==> src/rtl/bank_rd_sched.sv <==
// Three-requester (i, d, c) banked read scheduler with one holding slot per requester,
// same-bank conflict resolution and starvation promotion for d and c; read data valid one cycle after grant.
module bank_rd_sched #(
   parameter int BANKBITS = 5,
   parameter int WORDBITS = 10,
   parameter int STARVE   = 3,
   localparam int A       = BANKBITS + WORDBITS
) (
   input  logic         clk,
   input  logic         rst,
   input  logic         i_req,
   input  logic [A-1:0] i_addr,
   output logic         i_rdy,
   output logic         i_gnt,
   output logic         i_vld,
   input  logic         d_req,
   input  logic [A-1:0] d_addr,
   output logic         d_rdy,
   output logic         d_gnt,
   output logic         d_vld,
   input  logic         c_req,
   input  logic [A-1:0] c_addr,
   output logic         c_rdy,
   output logic         c_gnt,
   output logic         c_vld,
   output logic         mi_en,
   output logic [A-1:0] mi_addr,
   output logic         md_en,
   output logic [A-1:0] md_addr,
   output logic         mc_en,
   output logic [A-1:0] mc_addr,
   output logic         o_en
);

   // Index 0 = i, 1 = d, 2 = c throughout.
   logic [2:0]          req, pend, gnt, gnt_raw, rdy, acc, vld_q;
   logic [A-1:0]        in_addr [3];
   logic [A-1:0]        addr_q  [3];
   logic [A-1:0]        last_q  [3];
   logic [BANKBITS-1:0] bank    [3];
   logic [3:0]          starve_d, starve_c;
   logic                prom_d, prom_c;
   logic [2:0][1:0]     ord;
   logic                hit;

   assign req        = {c_req, d_req, i_req};
   assign in_addr[0] = i_addr;
   assign in_addr[1] = d_addr;
   assign in_addr[2] = c_addr;

   assign prom_d = pend[1] && (starve_d == 4'(STARVE));
   assign prom_c = pend[2] && (starve_c == 4'(STARVE));

   // Greedy issue in rank order: a slot only loses to a higher-ranked slot that actually issued.
   always_comb begin
      gnt_raw = '0;
      hit     = 1'b0;
      for (int k = 0; k < 3; k++) bank[k] = addr_q[k][WORDBITS +: BANKBITS];
      case ({prom_d, prom_c})
         2'b11:   ord = {2'd0, 2'd2, 2'd1};
         2'b10:   ord = {2'd2, 2'd0, 2'd1};
         2'b01:   ord = {2'd1, 2'd0, 2'd2};
         default: ord = {2'd2, 2'd1, 2'd0};
      endcase
      for (int p = 0; p < 3; p++) begin
         hit = 1'b0;
         for (int j = 0; j < 3; j++)
            if (gnt_raw[j] && (bank[j] == bank[ord[p]])) hit = 1'b1;
         if (pend[ord[p]] && !hit) gnt_raw[ord[p]] = 1'b1;
      end
   end

   assign gnt = rst ? 3'b000 : gnt_raw;
   assign rdy = {3{rst}} | ~pend | gnt;
   assign acc = req & rdy & {3{~rst}};

   always_ff @(posedge clk) begin
      if (rst) begin
         pend     <= '0;
         vld_q    <= '0;
         starve_d <= '0;
         starve_c <= '0;
      end else begin
         for (int k = 0; k < 3; k++) begin
            if (acc[k]) begin
               pend[k]   <= 1'b1;
               addr_q[k] <= in_addr[k];
            end else if (gnt[k]) begin
               pend[k]   <= 1'b0;
            end
            if (gnt[k]) last_q[k] <= addr_q[k];
         end
         vld_q <= gnt;
         // An issue always restarts the count, including when the slot reloads in the same cycle.
         if (gnt[1])                                  starve_d <= '0;
         else if (pend[1] && starve_d != 4'(STARVE))  starve_d <= starve_d + 4'd1;
         if (gnt[2])                                  starve_c <= '0;
         else if (pend[2] && starve_c != 4'(STARVE))  starve_c <= starve_c + 4'd1;
      end
   end

   assign i_gnt   = gnt[0];
   assign d_gnt   = gnt[1];
   assign c_gnt   = gnt[2];
   assign i_rdy   = rdy[0];
   assign d_rdy   = rdy[1];
   assign c_rdy   = rdy[2];
   assign i_vld   = vld_q[0];
   assign d_vld   = vld_q[1];
   assign c_vld   = vld_q[2];
   assign mi_en   = gnt[0];
   assign md_en   = gnt[1];
   assign mc_en   = gnt[2];
   // The array port address holds its last issued value between reads.
   assign mi_addr = gnt[0] ? addr_q[0] : last_q[0];
   assign md_addr = gnt[1] ? addr_q[1] : last_q[1];
   assign mc_addr = gnt[2] ? addr_q[2] : last_q[2];
   assign o_en    = |gnt;

endmodule

==> config.mk <==
export PLATFORM = sky130hd
export DESIGN_NAME = bank_rd_sched
export DESIGN_NICKNAME = d
export VERILOG_FILES = /design/src/rtl/bank_rd_sched.sv
export SDC_FILE = /design/constraint.sdc
export NUM_CORES = 1
export LEC_CHECK = 0
export ABC_CLOCK_PERIOD_IN_PS = 14000
export BUFFER_PORTS_ARGS = -buffer_cell sky130_fd_sc_hd__buf_4
export CELL_PAD_IN_SITES_DETAIL_PLACEMENT = 1
export CELL_PAD_IN_SITES_GLOBAL_PLACEMENT = 2
export CORE_UTILIZATION = 39
export DETAILED_ROUTE_END_ITERATION = 7
export PLACE_DENSITY = 0.9
export SLEW_MARGIN = 20
export SYNTH_ARGS = -nofsm -noshare
export SYNTH_HDL_FRONTEND = slang
export SYNTH_SLANG_ARGS = --single-unit
==> constraint.sdc <==
create_clock -name clk -period 14 [get_ports clk]
set_input_delay 3.5 -clock clk [delete_from_list [all_inputs] [get_ports clk]]
set_output_delay 3.5 -clock clk [all_outputs]
set_load 0.005 [all_outputs]
==> run metrics <==
outcome finished clean; # nets final between 500 and 600; count of buffers from port buffering about 110; worst skew pair latency between 0.3 and 0.4 ns; placer congestion estimate approximately 0.85; synthesized area about 0.0054 sq mm; number of vias per cell between 5 and 6; number of distinct library cells after synthesis 63; Setup Buffers After CTS 0; drt pass-1 iters 5; Routed WL approximately 14 mm; pin count of the biggest net entering global routing 30; first-pass GRT wire length approximately 23 mm; ANT nets after route 0; Hold Vio Cnt, Final 0; Leak between 0.002 and 0.003 uW; Worst-Margin Slew 0.943 ns; Synth top area share 49.8%; depth of the CTS H-tree 3; Seq/Total Area, Yosys 54.9%; post-cts sizing count 0; row count 42; TritonCTS clock tree yes; Gate Count Post-Synth about 440; Reg2Reg Depth 12; crit start category register; post-layout minimum cycle time 9.76 ns; Max IR drop VDD approximately 85 uV; Clock Pin Slew Worst Setup and Hold Paths roughly 0.060 ns; FMAX just over 100 MHz; number of DRC markers in iteration 0 ~210; Initial Util 40.5%; Post-synth EDFFs 90; crit-path max FO 25; core area 0.0134 sq mm; WS Path Type register to output pin; Tcrit/Tclk final a little over two thirds; Seq cells post-synth ~100; Die Width about 120 um; final setup violation count 0; setup TNS 0 ns; final global-route overflow total 0; syn_area_per_cell about 12 sq um; CTS Sinks 104; CTS buffer count 9; Longest Clk Path Bufs 2; fin. max-slew vios 0; I/O Pins between 100 and 150; Synth Flop Type edfxtp_1; top cell type by total area after synthesis edfxtp_1; Async SR Flop Fraction 0%; Hold Buf Count CTS 0; synth top area cells edfxtp_1 (50%), mux2_2 (6.8%), dfxtp_1 (5.2%); vias in the first global route 4,093; syn_nets around 500; drt drc 0; worst hold-check path type register to register; chip height around 120 um; depth of the worst hold-timing path 0; setup skew after layout around 0.008 ns; Layout fillers between 1,000 and 1,500; leading cell types by count after synthesis edfxtp_1 (90), mux2_2 (33), nand2_1 (29); Area Growth Syn to Fin 21.7%; pwr dens 110 mW/mm^2; HPWL Detailed 10.1 mm; via count between 3,000 and 4,000; most frequent cell after synthesis edfxtp_1; Worst EP required ~11 ns; DR WL/cell 20.0 um; Worst slew margin a little under two fifths; number of synthesis warnings 0; Crit path arrival time 6.26 ns; initial antenna violation count 0; die area 0.0144 sq mm; final hold slack between 0.4 and 0.5 ns; fraction of layout cells with a size suffix above 1 34.1%; total track usage between 20% and 30%; RSZ-0062 raised after global routing false; root buf cell clkbuf_16; total power 725 uW; CP Capture Type output pin; final core utilization 49.3%; max cap viols 0; ant diodes 0
[final timing paths]
check,start,to,slack (ns)
worst max-delay path,pend[2],mi_addr[11],4.24
worst min-delay path,addr_q[0][30],last_q[0][30],0.45
worst max register to register,pend[2],last_q[0][6],7.75
worst min register to register,addr_q[0][30],last_q[0][30],0.45
[final cells by class]
cell class / instances / area [sq um] / share of cell area (%)
multi-input cells: 284 / 2180 / 33.0
clock inverters: 5 / 86.3 / 1.31
inverters: 19 / 71.3 / 1.08
well taps: 176 / 220 / 3.33
flip-flops and latches: 104 / 2980 / 45.2
clock buffers: 11 / 233 / 3.52
repair buffers: 111 / 833 / 12.6
[routing by layer]
layer	wire (um)	vias up	track usage [%]
met3	841	26	4.33
met4	390	0	9.06
met1	5920	1927	26.9
met2	7070	133	33.9
met5	0	-	0
li1	-	1827	-
[kinds of logic (layout without fill, tap and decap cells)]
family | after synthesis | count (layout) | synth area share [%]
xor+xnor | 10 | 10 | 1.61
flops | 104 | 104 | 54.9
simple gates | 117 | 117 | 11.2
fa+ha+maj | 8 | 8 | 1.84
mux | 60 | 60 | 12.9
buf+inv | 55 | 146 | 5.05
compound gates | 89 | 89 | 12.4
[layout by cell type, fill, tap and decap left out, types with 7 or more instances in the layout]
cell type / count
mux2i_1: 15
nand2_1: 29
o22ai_1: 10
inv_1: 19
dfxtp_1: 14
ha_1: 8
nor2b_1: 11
a21oi_1: 20
nor2_1: 21
o21ai_0: 13
nand3_1: 11
edfxtp_1: 90
buf_4: 111
nor3_1: 7
mux2_2: 33
mux2_4: 12
clkbuf_16: 9
[critical path, stage by stage (launching register included)]
cell and delay (ns):
dfxtp_1 0.55, nand4bb_1 0.64, inv_1 0.81, ha_1 0.71, or4b_1 0.50, o22ai_1 0.16, nand4_1 0.11, a21o_1 0.22
o21a_1 0.22, a21o_1 0.20, a221o_2 0.47, a41oi_4 0.74, mux2_2 0.42, buf_4 0.14
[through the flow]
stage                     setup slack [ns]  cells  area, sq um
after floorplan                       5.68    443         5430
after global placement                4.92    694         6290
after detailed placement              4.66    694         6290
after CTS                             4.26    710         6610
after global routing                  3.80    710         6610
final                                 4.24    710         6610
[where the power goes]
part	switching, uW	leakage, uW	internal [uW]	total, uW
clock network	114	0.000155	159	273
registers	14.6	0.000950	353	367
logic	38.5	0.00148	45.9	84.4
total	167	0.00259	557	725
[sequential cells by signal (all words and copies together) (netlist names)]
register / flops
addr_q: 45
last_q: 45
pend: 3
starve_c: 4
starve_d: 4
vld_q: 3
No activity file was read; power rests on OpenSTA's default activity.
